$ cat config.mk
export PLATFORM = sky130hd
export DESIGN_NAME = traffic_phase_ctrl
export DESIGN_NICKNAME = d
export VERILOG_FILES = /design/src/rtl/traffic_phase_ctrl.sv
export SDC_FILE = /design/constraint.sdc
export NUM_CORES = 1
export LEC_CHECK = 0
export ABC_AREA = 0
export ABC_CLOCK_PERIOD_IN_PS = 5200
export CORE_MARGIN = 2
export CORE_UTILIZATION = 38
export CTS_CLUSTER_DIAMETER = 120
export CTS_CLUSTER_SIZE = 16
export DETAILED_ROUTE_END_ITERATION = 12
export DONT_BUFFER_PORTS = 1
export HOLD_SLACK_MARGIN = 0.02
export PLACE_DENSITY = 0.62
export REMOVE_ABC_BUFFERS = 1
export SLEW_MARGIN = 20
export SYNTH_ARGS = -nofsm -noshare
export SYNTH_HDL_FRONTEND = slang
export SYNTH_SLANG_ARGS = --single-unit
$ cat constraint.sdc
create_clock -name CLOCK_50 -period 5.2 [get_ports CLOCK_50]
set_clock_uncertainty 0.15 [all_clocks]
set_input_delay 1.04 -clock CLOCK_50 [delete_from_list [all_inputs] [get_ports CLOCK_50]]
set_output_delay 1.04 -clock CLOCK_50 [all_outputs]
set_load 0.01 [all_outputs]
$ cat src/rtl/traffic_phase_ctrl.sv
// -----------------------------------------------------------------------------
// traffic_phase_ctrl
//
// Purpose:
//   Single-intersection traffic light sequencer. A free-running prescaler
//   divides CLOCK_50 down to a 1 s tick. A three-phase FSM steps
//   RED -> GREEN -> YELLOW -> RED, counting each phase down in whole seconds.
//   An optional pedestrian feature can cut GREEN short and lights a walk lamp
//   for the RED phase that serves the request.
//
// Configuration macro:
//   TRAFFIC_PED_REQ_EN  defined   : pedestrian request / walk logic built in.
//                       undefined : ped_req ignored, ped_walk held at 0.
//
// Parameters:
//   CLK_HZ       clock cycles per 1 s tick
//   GREEN_S      GREEN length in seconds   (1..255)
//   YELLOW_S     YELLOW length in seconds  (1..255)
//   RED_S        RED length in seconds     (1..255)
//   GREEN_MIN_S  GREEN length left after a pedestrian truncation (<= GREEN_S)
//
// Ports:
//   CLOCK_50   in   1  sole clock, rising edge
//   KEY        in   1  synchronous active-high reset
//   ped_req    in   1  pedestrian request level, sampled every clock
//   state      out  3  phase code: GREEN=000, YELLOW=011, RED=010
//   light      out  3  one-hot lamps {red,yellow,green}
//   remain     out  8  whole seconds left in the current phase
//   tick       out  1  one-cycle pulse on each 1 s boundary
//   ped_walk   out  1  walk lamp
//
// Every output comes straight from a flop; ped_req only reaches outputs
// through registered state.
// -----------------------------------------------------------------------------
module traffic_phase_ctrl #(
  parameter int CLK_HZ      = 50_000_000,
  parameter int GREEN_S     = 10,
  parameter int YELLOW_S    = 3,
  parameter int RED_S       = 8,
  parameter int GREEN_MIN_S = 4
) (
  input  logic       CLOCK_50,
  input  logic       KEY,
  input  logic       ped_req,
  output logic [2:0] state,
  output logic [2:0] light,
  output logic [7:0] remain,
  output logic       tick,
  output logic       ped_walk
);

  // ---------------------------------------------------------------------------
  // Constants
  // ---------------------------------------------------------------------------
  // Phase codes double as the display-decoder codes, so the state register
  // can drive the state port directly.
  typedef enum logic [2:0] {
    ST_GREEN  = 3'b000,
    ST_RED    = 3'b010,
    ST_YELLOW = 3'b011
  } phase_e;

  localparam logic [2:0] LAMP_RED    = 3'b100;
  localparam logic [2:0] LAMP_YELLOW = 3'b010;
  localparam logic [2:0] LAMP_GREEN  = 3'b001;

  localparam int PW = (CLK_HZ > 1) ? $clog2(CLK_HZ) : 1;
  localparam logic [PW-1:0] PRESC_LAST = PW'(CLK_HZ - 1);

  localparam logic [7:0] GREEN_LEN     = 8'(GREEN_S);
  localparam logic [7:0] YELLOW_LEN    = 8'(YELLOW_S);
  localparam logic [7:0] RED_LEN       = 8'(RED_S);
  localparam logic [7:0] GREEN_MIN_LEN = 8'(GREEN_MIN_S);

  // ---------------------------------------------------------------------------
  // Signals
  // ---------------------------------------------------------------------------
  logic [PW-1:0] r_presc;
  logic [PW-1:0] w_presc_next;
  logic          r_tick;

  phase_e        r_state;
  phase_e        w_state_next;
  logic [7:0]    r_remain;
  logic [7:0]    w_remain_next;
  logic [2:0]    r_light;
  logic [2:0]    w_light_next;
  logic          r_walk;
  logic          w_walk_next;

  logic          w_red_entry;   // this cycle's update moves the FSM into RED
  logic          w_ped_eff;     // request seen now or remembered from earlier
  logic          w_truncate;    // GREEN is cut down to GREEN_MIN_S this cycle

  // ---------------------------------------------------------------------------
  // 1 s prescaler
  // ---------------------------------------------------------------------------
  always_comb begin
    w_presc_next = (r_presc == PRESC_LAST) ? '0 : r_presc + 1'b1;
  end

  // tick is registered from the *next* count so that it is high in exactly
  // the cycle where r_presc sits at CLK_HZ-1.
  // NOTE: sequential state uses non-blocking assignments only, so every flop
  // samples pre-edge values regardless of block ordering.
  always_ff @(posedge CLOCK_50) begin
    if (KEY) begin
      r_presc <= '0;
      r_tick  <= 1'b0;
    end else begin
      r_presc <= w_presc_next;
      r_tick  <= (w_presc_next == PRESC_LAST);
    end
  end

  // ---------------------------------------------------------------------------
  // Pedestrian request
  // ---------------------------------------------------------------------------
`ifdef TRAFFIC_PED_REQ_EN
  logic r_pending;

  // A request acts in the same cycle it is sampled, and is remembered until
  // the next RED entry serves it.
  assign w_ped_eff  = r_pending | ped_req;
  assign w_truncate = (r_state == ST_GREEN) && w_ped_eff &&
                      (r_remain > GREEN_MIN_LEN);

  // The RED entry consumes the request, including one arriving in that very
  // cycle; anything later waits for the following RED.
  always_ff @(posedge CLOCK_50) begin
    if (KEY) begin
      r_pending <= 1'b0;
    end else if (w_red_entry) begin
      r_pending <= 1'b0;
    end else begin
      r_pending <= w_ped_eff;
    end
  end
`else
  logic w_ped_req_unused;

  assign w_ped_req_unused = ped_req;
  assign w_ped_eff        = 1'b0;
  assign w_truncate       = 1'b0;
`endif

  // ---------------------------------------------------------------------------
  // FSM: state register
  // ---------------------------------------------------------------------------
  always_ff @(posedge CLOCK_50) begin
    if (KEY) begin
      r_state  <= ST_RED;
      r_remain <= RED_LEN;
      r_light  <= LAMP_RED;
      r_walk   <= 1'b0;
    end else begin
      r_state  <= w_state_next;
      r_remain <= w_remain_next;
      r_light  <= w_light_next;
      r_walk   <= w_walk_next;
    end
  end

  // ---------------------------------------------------------------------------
  // FSM: next-state logic
  // ---------------------------------------------------------------------------
  // Truncation wins over a coincident tick: the countdown restarts at
  // GREEN_MIN_S and that tick is not also taken off.
  // NOTE: every combinational output gets a default first so no path through
  // the block leaves it unassigned (which would infer a latch).
  always_comb begin
    w_state_next  = r_state;
    w_remain_next = r_remain;
    if (w_truncate) begin
      w_remain_next = GREEN_MIN_LEN;
    end else if (r_tick) begin
      if (r_remain > 8'd1) begin
        w_remain_next = r_remain - 8'd1;
      end else begin
        case (r_state)
          ST_RED: begin
            w_state_next  = ST_GREEN;
            w_remain_next = GREEN_LEN;
          end
          ST_GREEN: begin
            w_state_next  = ST_YELLOW;
            w_remain_next = YELLOW_LEN;
          end
          ST_YELLOW: begin
            w_state_next  = ST_RED;
            w_remain_next = RED_LEN;
          end
          default: begin
            w_state_next  = ST_RED;
            w_remain_next = RED_LEN;
          end
        endcase
      end
    end
  end

  assign w_red_entry = (w_state_next == ST_RED) && (r_state != ST_RED);

  // ---------------------------------------------------------------------------
  // FSM: output logic (computed from the next state, then registered so the
  // lamps change in the same cycle as the state code)
  // ---------------------------------------------------------------------------
  always_comb begin
    w_light_next = LAMP_RED;
    w_walk_next  = 1'b0;
    case (w_state_next)
      ST_GREEN:  w_light_next = LAMP_GREEN;
      ST_YELLOW: w_light_next = LAMP_YELLOW;
      default:   w_light_next = LAMP_RED;
    endcase
    // The walk lamp is decided once at RED entry and held for the whole RED.
    if (w_red_entry) begin
      w_walk_next = w_ped_eff;
    end else if (w_state_next == ST_RED) begin
      w_walk_next = r_walk;
    end
  end

  // ---------------------------------------------------------------------------
  // Outputs
  // ---------------------------------------------------------------------------
  assign state    = r_state;
  assign light    = r_light;
  assign remain   = r_remain;
  assign tick     = r_tick;
  assign ped_walk = r_walk;

endmodule

==> results.sh <==
export IMPL_finalCriticalPeriod_ns=2.90
export IMPL_ys_top_cells_by_area="dfxtp_1 40%, nor2_1 8.5%, xor2_1 6.4%"
export IMPL_synth_top_area_share_pct=39.7
export IMPL_post_cts_buffers=0
export IMPL_drtIter0Drc=51
export IMPL_maxCapViolCount=0
export IMPL_final_hold_violation_count=0
export IMPL_synthMostInstantiatedCell="nor2_1"
export IMPL_area_growth_pct=5.75
export IMPL_crit_type="flop to flop"
export IMPL_slew_viol_final=0
export IMPL_dpl_hpwl_um=2860
export IMPL_worstPathArrival_ns=2.92
export IMPL_layout_cells_non_filler=313
export IMPL_ys_warn_count=0
export IMPL_ys_seq_elements=41
export IMPL_root_buffer="clkbuf_8"
export IMPL_drc_errors=0
export IMPL_fmax_mhz=345
export IMPL_ys_seq_area_share_pct=39.7
export IMPL_grt_total_usage_pct=14.2
export IMPL_end_kind="flop"
export IMPL_dpl_cell_count=305
export IMPL_antenna_found_initial=0
export IMPL_wl_um=4040
export IMPL_fin_hold_ws_ns=0.338
export IMPL_yosys_area_top_type="dfxtp_1"
export IMPL_core_area_um2=5170
export IMPL_power_static_leakage_nw=0.773
export IMPL_initial_core_util_pct=40.0
export IMPL_synth_edf_count=0
export IMPL_portBuffers=0
export IMPL_slew_headroom_pct=34.1
export IMPL_grt_pass1_wl_um=6890
export IMPL_io_pins=19
export IMPL_cts_sinks=41
export IMPL_layout_nets=248
export IMPL_die_h_um=77.8
export IMPL_synthArstFlopShare_pct=0
export IMPL_rsz0062_at_grt="no"
export IMPL_postCtsResizedCells=0
export IMPL_synth_cell_types=45
export IMPL_h_tree_depth=2
export IMPL_n_antenna_cell=0
export IMPL_synth_top_cells_by_count="47 x nor2_1, 41 x dfxtp_1, 20 x nand2_1, 15 x xor2_1, 13 x xnor2_1"
export IMPL_clockBufferDepth=2
export IMPL_netlist_instances=243
export IMPL_power_density_nw_per_um2=242
export IMPL_finalCritPeriodShare_pct=55.8
export IMPL_cts_hold_fix_buffers=0
export IMPL_ir_drop_v=0.000127
export IMPL_layout_setup_ws_ns=2.30
export IMPL_dpl_instance_area_um2=2100
export IMPL_vias_per_cell=5.11
export IMPL_crit_fanout=23
export IMPL_fp_dieArea_um2=6050
export IMPL_cts_tree="built"
export IMPL_clkTransAtPathRegs_ns=0.08
export IMPL_syn_mean_instance_area_um2=8.51
export IMPL_ant_nets=0
export IMPL_chipWidth_um=77.8
export IMPL_via_count=1598
export IMPL_first_pass_iters=4
export IMPL_ys_dominant_reg_cell="dfxtp_1"
export IMPL_fin_tns_setup_ns=0
export IMPL_finish_instance_area_um2=2190
export IMPL_numCtsBuffers=5
export IMPL_preCtsSetupSlack_ns=2.28
export IMPL_critPathLaunchType="flop"
export IMPL_hold_path_class="flop to flop"
export IMPL_crit_required_ns=5.22
export IMPL_grt_max_degree=24
export IMPL_wire_per_inst_um=12.9
export IMPL_power_uw=529
export IMPL_grt_pass1_vias=1435
export IMPL_globalRouteOverflowTotal=0
export IMPL_syn_area_um2=2070
export IMPL_setup_viol=0
export IMPL_clkLatencyLatePin_ns=0.29
export IMPL_tightestPinTransition_ns=0.989
export IMPL_post_route_util_pct=42.3
export IMPL_status="complete, no violations"
export IMPL_gp_congestion=0.838
export IMPL_drive_above_1_share_pct=8.64
export IMPL_rows=26
[area by class of cell]
| type | count | area, µm² |
|---|---|---|
| sequential | 41 | 821 |
| inverter | 9 | 33.8 |
| multi-input combinational | 185 | 1160 |
| tap | 70 | 87.6 |
| clock buffer | 6 | 72.6 |
| fill | 524 | 2990 |
| clock inverter | 2 | 10.0 |
[report_power, final]
group          switching, mW  internal [mW]  total [mW]  leakage, nW
clock                  0.107         0.0931       0.201       0.0450
sequential           0.00257          0.316       0.318        0.331
combinational        0.00707        0.00298      0.0100        0.398
[registers in the layout, indices dropped and copies added, names as in the netlist]
name     count
remain       8
r_presc     26
tick         1
light        3
state        3
[path summary, 6_finish.rpt]
kind         startpoint          to  slack [ns]  cells after the start
min reg2reg  r_presc[0]  r_presc[0]        0.34                      1
min          r_presc[0]  r_presc[0]        0.34                      1
max          r_presc[0]        tick        2.30                      7
max reg2reg  r_presc[0]        tick        2.30                      7
[routing by layer]
metal  wire [µm]  track usage (%)
met1        2010             18.8
met2        1780             22.0
met3         197             4.30
met4          46             4.29
met5           0                0
[cell families (layout without fill, tap and decap cells)]
group           count (synthesis)  after routing  share of synthesized area (%)
xor+xnor                       28             28                           11.9
simple gates                  124            124                           32.6
flops                          41             41                           39.7
mux                             1              1                          0.484
compound gates                 28             28                           9.26
fa+ha+maj                       3              3                           1.82
other cells                     1              1                          0.181
buf+inv                        17             17                           4.12
[worst max-delay path, cell delays in order (launching register included)]
cell and delay [ns]:
dfxtp_1 0.41, ha_1 0.26, nand4_1 0.22, or4_1 0.62, o31ai_4 0.82, nor2_2 0.10
nand4_1 0.15, a2111oi_2 0.06
[layout by cell type, fill, tap and decap left out, types with 3 or more instances in the layout]
master     n
dfxtp_1   41
and3_1     4
clkbuf_8   5
ha_1       3
nor2_1    47
inv_1      9
xnor2_1   13
o21ai_0    8
nand4_1   11
a21oi_1    6
nand3_1   11
a211oi_1   5
nor3_1     5
xor2_1    15
nand2_1   20
or3_1      4
a31oi_1    3
Power figures use the tool's default switching activity.
